<file path="src/rtl/mem_bus_ctrl_if.sv">
// Bundles the control-FSM request side and the memory-side bus of mem_bus_ctrl.
// The slave modport is the controller's view; the master modport drives it.
interface mem_bus_ctrl_if;
  logic        req;
  logic        mr;
  logic        mw;
  logic [31:0] addr;
  logic [31:0] din;
  logic        busy;
  logic [31:0] dout;
  logic        err;
  logic        mem_req;
  logic        mem_we;
  logic [31:0] mem_addr;
  logic [31:0] mem_wdata;
  logic [31:0] mem_rdata;
  logic        mem_ack;

  modport slave (
    input  req, mr, mw, addr, din, mem_rdata, mem_ack,
    output busy, dout, err, mem_req, mem_we, mem_addr, mem_wdata
  );

  modport master (
    output req, mr, mw, addr, din, mem_rdata, mem_ack,
    input  busy, dout, err, mem_req, mem_we, mem_addr, mem_wdata
  );
endinterface

</file>
<file path="src/rtl/mem_bus_ctrl.sv">
// Single-transaction memory bus controller behind the DLX control FSM:
// IDLE -> ACCESS (handshake, bounded by TIMEOUT) -> DONE -> IDLE.
module mem_bus_ctrl #(
  parameter int TIMEOUT = 16,
  parameter int CNT_W   = 5
) (
  input  logic           i_clk,
  input  logic           i_rst_n,
  mem_bus_ctrl_if.slave  bus
);

  typedef enum logic [1:0] {
    S_IDLE   = 2'd0,
    S_ACCESS = 2'd1,
    S_DONE   = 2'd2
  } state_t;

  localparam logic [CNT_W-1:0] CNT_LAST = CNT_W'(TIMEOUT - 1);

  state_t           r_state;
  state_t           w_state_nxt;
  logic [CNT_W-1:0] r_cnt;
  logic             r_err_flag;
  logic             r_mem_req;
  logic             r_mem_we;
  logic [31:0]      r_mem_addr;
  logic [31:0]      r_mem_wdata;
  logic [31:0]      r_dout;

  logic             w_accept;
  logic             w_illegal;
  logic             w_timeout;
  logic             w_rd_ack;
  logic             w_busy;

  // ACK wins over timeout when both land on the last allowed ACCESS cycle.
  always_comb begin
    w_state_nxt = r_state;
    w_accept    = 1'b0;
    w_illegal   = 1'b0;
    w_timeout   = 1'b0;
    w_rd_ack    = 1'b0;
    case (r_state)
      S_IDLE: begin
        if (bus.req) begin
          if (bus.mr == bus.mw) begin
            w_illegal   = 1'b1;
            w_state_nxt = S_DONE;
          end else begin
            w_accept    = 1'b1;
            w_state_nxt = S_ACCESS;
          end
        end
      end
      S_ACCESS: begin
        if (bus.mem_ack) begin
          w_rd_ack    = ~r_mem_we;
          w_state_nxt = S_DONE;
        end else if (r_cnt == CNT_LAST) begin
          w_timeout   = 1'b1;
          w_state_nxt = S_DONE;
        end
      end
      S_DONE:  w_state_nxt = S_IDLE;
      default: w_state_nxt = S_IDLE;
    endcase
  end

  // Combinational so the requester stalls in its very first request cycle.
  assign w_busy = (r_state == S_ACCESS) | ((r_state == S_IDLE) & bus.req);

  always_ff @(posedge i_clk or negedge i_rst_n) begin
    if (!i_rst_n) begin
      r_state <= S_IDLE;
    end else begin
      r_state <= w_state_nxt;
    end
  end

  always_ff @(posedge i_clk or negedge i_rst_n) begin
    if (!i_rst_n) begin
      r_cnt       <= '0;
      r_err_flag  <= 1'b0;
      r_mem_req   <= 1'b0;
      r_mem_we    <= 1'b0;
      r_mem_addr  <= '0;
      r_mem_wdata <= '0;
      r_dout      <= '0;
    end else begin
      r_mem_req <= (w_state_nxt == S_ACCESS);
      if (w_accept) begin
        r_cnt       <= '0;
        r_err_flag  <= 1'b0;
        r_mem_we    <= bus.mw;
        r_mem_addr  <= bus.addr;
        r_mem_wdata <= bus.din;
      end else begin
        if (r_state == S_ACCESS) r_cnt <= r_cnt + 1'b1;
        if (w_illegal | w_timeout) r_err_flag <= 1'b1;
      end
      if (w_rd_ack) r_dout <= bus.mem_rdata;
    end
  end

  assign bus.busy      = w_busy;
  assign bus.dout      = r_dout;
  assign bus.err       = (r_state == S_DONE) & r_err_flag;
  assign bus.mem_req   = r_mem_req;
  assign bus.mem_we    = r_mem_we;
  assign bus.mem_addr  = r_mem_addr;
  assign bus.mem_wdata = r_mem_wdata;

endmodule

</file>
<file path="src/flat_wrapper.sv">
// flat-port wrapper written by rule: the top's interface ports become plain ports
module mem_bus_ctrl_flat 
#(
  parameter int TIMEOUT = 16,
  parameter int CNT_W   = 5
)
  (i_clk, i_rst_n, bus_req, bus_mr, bus_mw, bus_addr, bus_din, bus_mem_rdata, bus_mem_ack, bus_busy, bus_dout, bus_err, bus_mem_req, bus_mem_we, bus_mem_addr, bus_mem_wdata);
  mem_bus_ctrl_if bus_i ();
  input  logic i_clk;
  input  logic i_rst_n;
  input wire logic [$bits(bus_i.req)-1:0] bus_req;
  input wire logic [$bits(bus_i.mr)-1:0] bus_mr;
  input wire logic [$bits(bus_i.mw)-1:0] bus_mw;
  input wire logic [$bits(bus_i.addr)-1:0] bus_addr;
  input wire logic [$bits(bus_i.din)-1:0] bus_din;
  input wire logic [$bits(bus_i.mem_rdata)-1:0] bus_mem_rdata;
  input wire logic [$bits(bus_i.mem_ack)-1:0] bus_mem_ack;
  output wire logic [$bits(bus_i.busy)-1:0] bus_busy;
  output wire logic [$bits(bus_i.dout)-1:0] bus_dout;
  output wire logic [$bits(bus_i.err)-1:0] bus_err;
  output wire logic [$bits(bus_i.mem_req)-1:0] bus_mem_req;
  output wire logic [$bits(bus_i.mem_we)-1:0] bus_mem_we;
  output wire logic [$bits(bus_i.mem_addr)-1:0] bus_mem_addr;
  output wire logic [$bits(bus_i.mem_wdata)-1:0] bus_mem_wdata;
  assign bus_i.req = bus_req;
  assign bus_i.mr = bus_mr;
  assign bus_i.mw = bus_mw;
  assign bus_i.addr = bus_addr;
  assign bus_i.din = bus_din;
  assign bus_i.mem_rdata = bus_mem_rdata;
  assign bus_i.mem_ack = bus_mem_ack;
  assign bus_busy = bus_i.busy;
  assign bus_dout = bus_i.dout;
  assign bus_err = bus_i.err;
  assign bus_mem_req = bus_i.mem_req;
  assign bus_mem_we = bus_i.mem_we;
  assign bus_mem_addr = bus_i.mem_addr;
  assign bus_mem_wdata = bus_i.mem_wdata;
  mem_bus_ctrl #(.TIMEOUT(TIMEOUT), .CNT_W(CNT_W)) u_core (.i_clk(i_clk), .i_rst_n(i_rst_n), .bus(bus_i));
endmodule
</file>
<file path="config.mk">
export PLATFORM = sky130hd
export DESIGN_NAME = mem_bus_ctrl_flat
export DESIGN_NICKNAME = d
export VERILOG_FILES = /design/src/rtl/mem_bus_ctrl_if.sv /design/src/rtl/mem_bus_ctrl.sv /design/src/flat_wrapper.sv
export SDC_FILE = /design/constraint.sdc
export NUM_CORES = 1
export LEC_CHECK = 0
export CORE_ASPECT_RATIO = 1.4
export CORE_MARGIN = 1.5
export CORE_UTILIZATION = 41
export DETAILED_ROUTE_END_ITERATION = 10
export GPL_ROUTABILITY_DRIVEN = 0
export PLACE_DENSITY_LB_ADDON = 0.12
export SYNTH_ARGS = -nofsm -noshare
export SYNTH_HDL_FRONTEND = slang
export SYNTH_SLANG_ARGS = --single-unit
</file>
<file path="constraint.sdc">
create_clock -name i_clk -period 1.7 [get_ports i_clk]
set_input_delay 0.17 -clock i_clk [delete_from_list [all_inputs] [get_ports i_clk]]
set_output_delay 0.17 -clock i_clk [all_outputs]
set_load 0.05 [all_outputs]
</file>
; Word-level counts from Yosys, hierarchy flattened
; Cells that the tools add are included.
; W data, S select, Z words.
[word_totals]
regBits = 106
latch_bits = 0
ram_bits = 0
romBits = 0
in_bits = 102
output_inout_bits = 100
elab_cells = 42
mem_count = 0
[classes]
n_addsub = 1
multipliers = 0
div = 0
magnitude_cmp = 0
n_eq_ne = 5
n_shift = 0
muxes = 20
n_bitwise = 5
reduce_logical = 3
[op_table]
columns = cell, count
row1 = $mux W1, 13
row2 = $mux W5, 2
row3 = $mux W2, 4
row4 = $add A5 B1 Y5 const B, 1
row5 = $eq A5 B4 Y1 const B, 1
row6 = $eq A2 B1 Y1 const B, 2
row7 = $pmux W2 S2, 1
row8 = $reduce_bool A2 Y1, 2
row9 = $and A1 B1 Y1, 2
row10 = $eq A2 B2 Y1 const B, 1
row11 = $logic_not A2 Y1, 1
row12 = $or A1 B1 Y1, 2
row13 = $eq A1 B1 Y1, 1
row14 = $not A1 Y1, 1

; Longest topological paths before layout
; Gate-level depths: netlist of run 1.
[logic_depth]
word_depth = 7
mapped_depth = 5
mapped_depth_nobuf = 5

; Least setup slack after synthesis of run 1
; No wires, ideal clock.
[synth_timing]
path_kind = register to register
from = register u_core.r_mem_we, in the netlist u_core.bus.mem_we
to = register u_core.r_dout[10], in the netlist u_core.bus.dout[10]
setup_ns = 0.125
arrival_time_ns = 1.433
t_required_ns = 1.575
setup_slack_ns = 0.142
stages_incl_launch_ff = 4
cell_sequence = dfrtp_1 > nor3_4 > buf_6 > mux2_2
[synth_between]
elab_chain_len = 3
[synth_lines]
columns = element, line
row1 = "start, declared", mem_bus_ctrl.sv:25  ; logic r_mem_we;
row2 = "start signal, assigned", mem_bus_ctrl.sv:94  ; r_mem_we <= bus.mw;
row3 = $not A1 Y1, mem_bus_ctrl.sv:57  ; w_rd_ack = ~r_mem_we;
row4 = $mux W1, mem_bus_ctrl.sv:56  ; if (bus.mem_ack) begin
row5 = $mux W1, mem_bus_ctrl.sv:43  ; case (r_state)
row6 = "end signal, assigned", mem_bus_ctrl.sv:101  ; if (w_rd_ack) r_dout <= bus.mem_rdata;
row7 = "end, declared", mem_bus_ctrl.sv:28  ; logic [31:0] r_dout;
; Every way passes these cells.
; A chain may end at the register's enable or synchronous reset.

; Worst setup path after layout of run 1
[layout_timing]
from = register u_core.r_dout[29], in the netlist u_core.bus.dout[29]
to = output bus_dout[29]
[layout_rtl]
columns = element, line
row1 = "end, declared", flat_wrapper.sv:19  ; output wire logic [$bits(bus_i.dout)-1:0] bus_dout;
; No word-level cell between the ends.

==> results of run 1 <==
==> final cells by class <==
type,count,area (um^2)
fillers,729,3360
inverters,2,7.51
multi-input cells,134,1570
flip-flops and latches,106,2650
well taps,138,173
repair buffers,213,2290
clock inverters,7,125
clock buffers,9,225
==> synth_stat cells, drive strengths merged, types with 2 or more instances <==
cell type / number
dfrtp: 106
mux2: 96
buf: 11
nor2: 7
a21oi: 4
nand2: 4
a21o: 2
ha: 2
inv: 2
nand2b: 2
xor2: 2
==> cell families (layout without fill, tap and decap cells) <==
kind of cell | Yosys count | in the layout | share of synthesized area
AOI/OAI and AO/OA | 11 | 11 | 0.0156
xor gates and xnor gates | 3 | 3 | 0.00597
adders and majority gates | 2 | 2 | 0.00568
buffers and inverters | 13 | 231 | 0.0418
DFF | 106 | 106 | 0.603
muxes | 96 | 96 | 0.298
and+or+nand+nor | 22 | 22 | 0.0299
==> worst paths after layout <==
path / slack, ns / endpoint
hold / removal: 0.32 / u_core.bus.mem_wdata[29]
max in group asynchronous: 0.78 / u_core.bus.mem_wdata[14]
hold reg to reg: 0.49 / u_core.bus.dout[6]
setup / recovery: 0.03 / bus_dout[29]
setup reg to reg: 0.14 / u_core.bus.mem_addr[17]
min in group i_clk: 0.43 / u_core.bus.dout[12]
==> routing by layer <==
metal | up-vias | track usage
li1 | 1309 | -
met1 | 1420 | 0.222
met2 | 112 | 0.316
met3 | 19 | 0.0365
met4 | 0 | 0.0934
met5 | - | 0
==> flip-flops by register name (all words and copies together), names as in the netlist <==
name	flops
u_core.bus.mem_req	1
u_core.bus.mem_addr	32
u_core.bus.dout	32
u_core.r_err_flag	1
u_core.r_cnt	5
u_core.r_state	2
u_core.bus.mem_wdata	32
u_core.bus.mem_we	1
==> power groups by stage <==
| stage | clock, uW | sequential, uW | combinational [uW] |
|---|---|---|---|
| floorplan | 0 | 8130 | 1780 |
| global placement | 0 | 4310 | 8380 |
| detailed placement | 0 | 4320 | 8450 |
| CTS | 2430 | 4290 | 8400 |
| global route | 2530 | 4420 | 8560 |
| finish | 2370 | 4250 | 8270 |
==> repair_timing <==
item,CTS,global route
hold buffers,1,0
gates resized for setup,8,57
setup endpoints to repair,8,57
endpoints found under the hold margin,25,0
==> metrics by stage <==
step | hold slack [ns] | area [um^2] | util
after detailed placement | 0.125 | 6550 | 0.630
after global placement | 0.119 | 6550 | 0.630
final | 0.322 | 7040 | 0.677
after floorplan | -0.126 | 4400 | -
after CTS | 0.309 | 6900 | 0.663
after global routing | 0.365 | 7040 | 0.677
==> flow_summary.yaml, run 1 <==
global_route:
  grt.overflow.total: 0
  gr-usage-all-layers: 0.185
  antenna_found_initial: 0
  grt_max_degree: 36
  grt_pass1_vias: 3038
  grt_pass1_wl_mm: 16.2
critical_path:
  startpoint: "u_core.bus.dout[29]"
  arrival_ns: 1.50
  r2r-start: "u_core.r_state[1]"
  crit_path_end_kind: "output port"
  critical_path_depth: 1
  cp_max_fo: 2
  slowest_delay_ns: 0.80
  critPathTopFamily: "buffers and inverters"
  cp_slowest_cell: "clkdlybuf4s50_1"
  required_ns: 1.53
  cp_num_buf_inv: 1
  path_class: "reg2out"
  start_kind: "flip-flop"
  rr_worst_depth: 4
  cp_cell_sequence: "clkdlybuf4s50_1"
route:
  m1WireLength_mm: 3.97
  dr.pass1.iters: 4
  wl_mm: 10.1
  wl_met2_mm: 5.31
  drc: 0
  wl_met3_um: 607
  detail-route-antenna-nets: 0
  vias_per_cell: 4.70
  post_drt_wl_per_cell_um: 16.6
  drt_iter0_drc: 71
  routed.top_layer: "met4"
  vias: 2860
sta:
  skew_ns: 0.00533
  max_freq_mhz: 600
  drv_slew: 0
  setup_slack_ns: 0.0334
  worst_slew_pin_slew_ns: 0.533
  finalCritPeriodShare: 0.980
  slew_headroom: 0.644
  hold_viol_final: 0
  setup_violations: 0
  fin_setup_tns_ns: 0
  final.min_clock_period_ns: 1.67
floorplanning:
  ios: 202
  die_w_um: 90.6
  core_um2: 10400
  start_util: 0.423
  die_height_um: 126
  die-area_um2: 11400
  row_count: 44
placed_design:
  post-place-ws_ns: -0.114
  dpl.cell_count: 592
  hpwl_mm: 7.61
  port_buffers: 201
pwr:
  pwr-share-seq: 0.285
  internal-power_uw: 8300
  powerDensity_nw_per_um2: 2110
  total_power_uw: 14900
  pwr-share-clk: 0.159
  p_switching_uw: 6590
  power.leakage_uw: 0.00359
  netSwitchingFraction: 0.443
  vdd_ir_drop_max_mv: 1.07
  combinationalPowerShare: 0.555
final_layout:
  layout.nets: 570
  drive_above_1_share: 0.316
  areaGrowthSynthToFinish_pct: 60.0
  diodes: 0
  final_common_cell: "clkdlybuf4s50_1"
  mostFrequentLayoutCells: "clkdlybuf4s50_1 (113), dfrtp_1 (106), mux2_4 (62)"
  fin_cells: 609
cts:
  cts_tree: "yes"
  clock-root-buffer: "clkbuf_16"
  htree_levels: 3
  clk_latency_ns: 0.35
  cts.sinks: 106
  max-clock-path-buffers: 2
  post_cts_buffers: 0
  cts_buffers: 9
  clkTransAtPathRegs_ns: 0.07
yosys:
  yosys_warnings: 0
  yosysSeqAreaShare: 0.603
  synth_edf_count: 0
  yosysTopAreaCellShare: 0.603
  synthesis.nets: 357
  syn_inst: 253
  synth_ff_type: "dfrtp_1"
  synth.distinct_cells: 30
  yosysTopAreaCell: "dfrtp_1"
  async_reset_ff_frac: 1.00
  synthTopCellsByArea: "dfrtp_1 (60%), mux2_4 (21%), mux2_2 (8.2%)"
  netlist_area_um2: 4400
  ys_seq_elements: 106
  synth_area_per_cell_um2: 17.4
job:
  cap_violations: 0
worst_hold_path:
  hold_class: "in2async"
run_status:
  status: "finished clean"
(Power assumes the default switching activity.)
==> run 2, diff against run 1 <==
--- a/config.mk
+++ b/config.mk
@@ -5,12 +5,13 @@
 export SDC_FILE = /design/constraint.sdc
 export NUM_CORES = 1
 export LEC_CHECK = 0
-export CORE_ASPECT_RATIO = 1.4
+export CORE_ASPECT_RATIO = 0.8
 export CORE_MARGIN = 1.5
-export CORE_UTILIZATION = 41
+export CORE_UTILIZATION = 35
 export DETAILED_ROUTE_END_ITERATION = 10
 export GPL_ROUTABILITY_DRIVEN = 0
 export PLACE_DENSITY_LB_ADDON = 0.12
+export SKIP_CTS_REPAIR_TIMING = 1
 export SYNTH_ARGS = -nofsm -noshare
 export SYNTH_HDL_FRONTEND = slang
 export SYNTH_SLANG_ARGS = --single-unit
==> run 2 against run 1 <==
Setup slack improved by 0.0071 ns. Die area increased by 17%. Global-route usage decreased by 3.2 points. Sequential share of layout area decreased by 0.16 points. Non-clock buffer count increased by 1. Largest cell class unchanged. Final cell count increased by 5.4%.
==> flow_summary.yaml, run 2 (synthesis results as in run 1) <==
run_status:
  status: "finished clean"
sta:
  holdWs_ns: 0.316
  rsz0062_at_grt: "no"
  skew_ns: 0.00585
  drv_slew: 0
  slew_headroom: 0.643
  hold_viol_final: 0
  setup_violations: 0
  finalCritPeriodShare: 0.976
  worst_slew_pin_slew_ns: 0.535
  final.min_clock_period_ns: 1.66
  max_freq_mhz: 603
cts:
  clkTransAtPathRegs_ns: 0.07
  clk_latency_ns: 0.34
  htree_levels: 3
  cts.sinks: 106
  max-clock-path-buffers: 2
  cts_tree: "yes"
  cts_buffers: 9
  clock-root-buffer: "clkbuf_16"
floorplanning:
  die-area_um2: 13300
  start_util: 0.361
  ios: 202
  die_height_um: 103
  die_w_um: 128
  row_count: 36
  core_um2: 12200
placed_design:
  dpl.cell_count: 626
  port_buffers: 201
  dpl_cell_area_um2: 6600
  hpwl_mm: 7.29
pwr:
  vdd_ir_drop_max_mv: 0.868
  power.leakage_uw: 0.00368
  powerDensity_nw_per_um2: 2070
  total_power_uw: 14600
critical_path:
  critical_path_depth: 1
  crit_path_end_kind: "output port"
  regToRegEndpoint: "u_core.bus.mem_wdata[1]"
  cp_slowest_cell: "clkdlybuf4s50_1"
  cp_max_fo: 2
  crit_end: "bus_mem_addr[4]"
  cp_num_buf_inv: 1
  cp_cell_sequence: "clkdlybuf4s50_1"
  path_class: "reg2out"
  start_kind: "flip-flop"
  slowest_delay_ns: 0.81
  r2r-start: "u_core.r_state[0]"
  worst-r2r-setup-slack_ns: 0.10
  arrival_ns: 1.49
  critPathTopFamily: "buffers and inverters"
  startpoint: "u_core.bus.mem_addr[4]"
  required_ns: 1.53
  rr_worst_depth: 4
route:
  vias: 2817
  wl_mm: 10.1
  detail-route-antenna-nets: 0
  drt_iter0_drc: 75
  dr.pass1.iters: 4
  drc: 0
  vias_per_cell: 4.39
  post_drt_wl_per_cell_um: 15.7
global_route:
  grt.overflow.total: 0
  grt_use_met1: 0.212
  grtUsageMet3: 0.0437
  grt_max_degree: 49
  grt.busiest_layer: "met2"
  antenna_found_initial: 0
  gr-usage-all-layers: 0.153
  grt_pass1_wl_mm: 15.4
  gr-usage-met2: 0.232
  grt_pass1_vias: 2837
job:
  cap_violations: 0
final_layout:
  fin_cells: 642
  diodes: 0
  areaGrowthSynthToFinish_pct: 60.8
  mostFrequentLayoutCells: "clkdlybuf4s50_1 (107), dfrtp_1 (105), dlymetal6s2s_1 (70)"
  final_common_cell: "clkdlybuf4s50_1"
  final_util: 0.580
  layout.nets: 571
  final_area_um2: 7080
  drive_above_1_share: 0.318
worst_hold_path:
  hold_class: "in2async"
[run 2: changes by cell type in the layout (fill, tap and decap cells not counted), moves of 2 or more]
| cell | change |
|---|---|
| clkdlybuf4s50_1 | -6 |
| dlymetal6s2s_1 | +13 |
| buf_4 | +2 |
| bufinv_16 | -2 |
| dlygate4sd2_1 | -8 |
[run 2: worst min-delay path by stage]
stage	from	to	slack, ns	cells after the start
global route	i_rst_n	u_core.bus.dout[24]	0.35	2
global placement	i_rst_n	u_core.bus.dout[21]	0.13	1
detailed placement	i_rst_n	u_core.bus.dout[24]	0.14	1
finish	i_rst_n	u_core.bus.dout[24]	0.32	2
floorplan	i_rst_n	u_core.bus.dout[0]	-0.13	0
CTS	i_rst_n	u_core.bus.dout[24]	-0.24	1
[run 2: layer usage]
layer	wire length, um	share of wire
met1	4640	0.46
met2	4540	0.45
met3	704	0.070
met4	171	0.017
met5	0	0
[run 2: final cells by class]
type | count | area [um^2]
Sequential cell | 106 | 2650
Multi-Input combinational cell | 134 | 1570
Clock buffer | 11 | 243
Clock inverter | 4 | 51.3
Inverter | 2 | 7.51
Tap cell | 171 | 214
Fill cell | 972 | 5130
Timing Repair Buffer | 214 | 2340
[run 2: power by group]
part	internal (uW)	switching [uW]	total, uW
registers	3650	608	4260
logic	3240	5050	8290
clock network	1180	892	2070
total	8070	6550	14600
[run 2: metrics by stage]
step	setup TNS [ns]	worst slack, ns
6_report	0	0.0405
5_1_grt	0	0.00224
4_1_cts	-0.0640	-0.0197
3_5_place_dp	-6.51	-0.142
3_3_place_gp	-9.10	-0.174
2_1_floorplan	0	0.142
==> run 3, diff against run 2 <==
--- a/config.mk
+++ b/config.mk
@@ -11,6 +11,7 @@
 export DETAILED_ROUTE_END_ITERATION = 10
 export GPL_ROUTABILITY_DRIVEN = 0
 export PLACE_DENSITY_LB_ADDON = 0.12
+export RECOVER_POWER = 100
 export SKIP_CTS_REPAIR_TIMING = 1
 export SYNTH_ARGS = -nofsm -noshare
 export SYNTH_HDL_FRONTEND = slang
==> run 3 against run 2 <==
Die area unchanged. Clock power hardly changed. Final area down 14%. Hold slack improved by 0.11 ns. Maximum frequency up 0.23%. First-iteration DRC count shrank 4.0%. Critical path type unchanged. Largest cell class unchanged. Largest power group unchanged.
==> flow_summary.yaml, run 3 (synthesis results as in run 1) <==
final_layout:
  layout.nets: 571
  fin_cells: 642
  mostFrequentLayoutCells: "clkdlybuf4s50_1 (107), dfrtp_1 (105), clkbuf_1 (92)"
  areaGrowthSynthToFinish_pct: 38.7
  diodes: 0
  final_common_cell: "clkdlybuf4s50_1"
  drive_above_1_share: 0.149
sta:
  setup_violations: 0
  max_freq_mhz: 604
  worst_slew_pin_slew_ns: 0.787
  skew_ns: 0.00504
  final.min_clock_period_ns: 1.66
  finalCritPeriodShare: 0.974
  holdWs_ns: 0.423
  slew_headroom: 0.475
  drv_slew: 0
  hold_viol_final: 0
  rsz0062_at_grt: "no"
critical_path:
  startpoint: "u_core.bus.mem_wdata[0]"
  cp_max_fo: 2
  required_ns: 1.53
  critPathTopFamily: "buffers and inverters"
  cp_num_buf_inv: 1
  cp_cell_sequence: "clkdlybuf4s50_1"
  crit_end: "bus_mem_wdata[0]"
  rr_worst_depth: 4
  path_class: "reg2out"
  cp_slowest_cell: "clkdlybuf4s50_1"
  slowest_delay_ns: 0.81
  critical_path_depth: 1
  worst-r2r-setup-slack_ns: 0.11
  arrival_ns: 1.49
  r2r-start: "u_core.r_state[0]"
  regToRegEndpoint: "u_core.bus.mem_addr[26]"
  crit_path_end_kind: "output port"
  start_kind: "flip-flop"
floorplanning:
  core_um2: 12200
  die-area_um2: 13300
  row_count: 36
  die_height_um: 103
  die_w_um: 128
  ios: 202
  start_util: 0.361
job:
  cap_violations: 0
pwr:
  total_power_uw: 12900
  vdd_ir_drop_max_mv: 0.768
  power.leakage_uw: 0.00253
  powerDensity_nw_per_um2: 2120
cts:
  clock-root-buffer: "clkbuf_16"
  cts_buffers: 9
  clkTransAtPathRegs_ns: 0.07
  clk_latency_ns: 0.34
  cts.sinks: 106
  cts_tree: "yes"
  htree_levels: 3
  max-clock-path-buffers: 2
route:
  drt_iter0_drc: 72
  detail-route-antenna-nets: 0
  dr.pass1.iters: 4
  wl_mm: 9.96
  post_drt_wl_per_cell_um: 15.5
  drc: 0
  vias: 2820
  vias_per_cell: 4.39
placed_design:
  dpl.cell_count: 626
  port_buffers: 201
  hpwl_mm: 7.29
global_route:
  gr-usage-all-layers: 0.153
  grt_pass1_wl_mm: 15.4
  grt.overflow.total: 0
  grt_pass1_vias: 2837
  grt_max_degree: 49
  antenna_found_initial: 0
worst_hold_path:
  min_delay_path_depth: 2
  hold_class: "in2reg"
run_status:
  status: "finished clean"
==> run 3: cell count changes in the layout (fill, tap and decap cells not counted) <==
cell / delta
nor3_4: -1
clkbuf_2: +2
buf_4: -23
buf_1: +1
mux2_4: -58
dlymetal6s2s_1: -70
buf_12: -5
nor3_2: +1
clkbuf_1: +91
buf_6: +4
mux2_1: +58
==> run 3: where the power goes <==
part / internal (uW) / leakage [uW] / switching [uW]
registers: 3650 / 0.00126 / 583
clock network: 1180 / 0.000142 / 889
logic: 1600 / 0.00113 / 5030
==> run 3: how the worst min path moves through the flow <==
| stage | from | to | slack (ns) |
|---|---|---|---|
| floorplan | i_rst_n | u_core.bus.dout[0] | -0.13 |
| global placement | i_rst_n | u_core.bus.dout[21] | 0.13 |
| detailed placement | i_rst_n | u_core.bus.dout[24] | 0.14 |
| CTS | i_rst_n | u_core.bus.dout[24] | -0.24 |
| global route | bus_addr[21] | u_core.bus.mem_addr[21] | 0.41 |
| finish | bus_addr[29] | u_core.bus.mem_addr[29] | 0.42 |
==> run 3: through the flow <==
stage | utilization | TNS (ns) | worst slack (ns) | area (um^2)
floorplan | - | 0 | 0.142 | 4400
global placement | 0.540 | -9.10 | -0.174 | 6600
detailed placement | 0.540 | -6.51 | -0.142 | 6600
CTS | 0.564 | -0.0640 | -0.0197 | 6890
global route | 0.500 | 0 | 0.00224 | 6100
finish | 0.500 | 0 | 0.0443 | 6100
==> run 3: metal layers <==
layer	up-vias	routed length (um)	track usage
met1	1371	4660	0.212
met3	15	654	0.0437
met2	117	4480	0.232
li1	1317	-	-
met5	-	0	0
met4	0	165	0.0553
==> run 3: cell type report <==
class                      instances  area (um^2)
fill                            1214         6100
multi-input combinational        134         1340
clock buffer                      11          243
tap                              171          214
inverter                           2         7.51
sequential                       106         2650
timing repair buffer             214         1590
clock inverter                     4         51.3
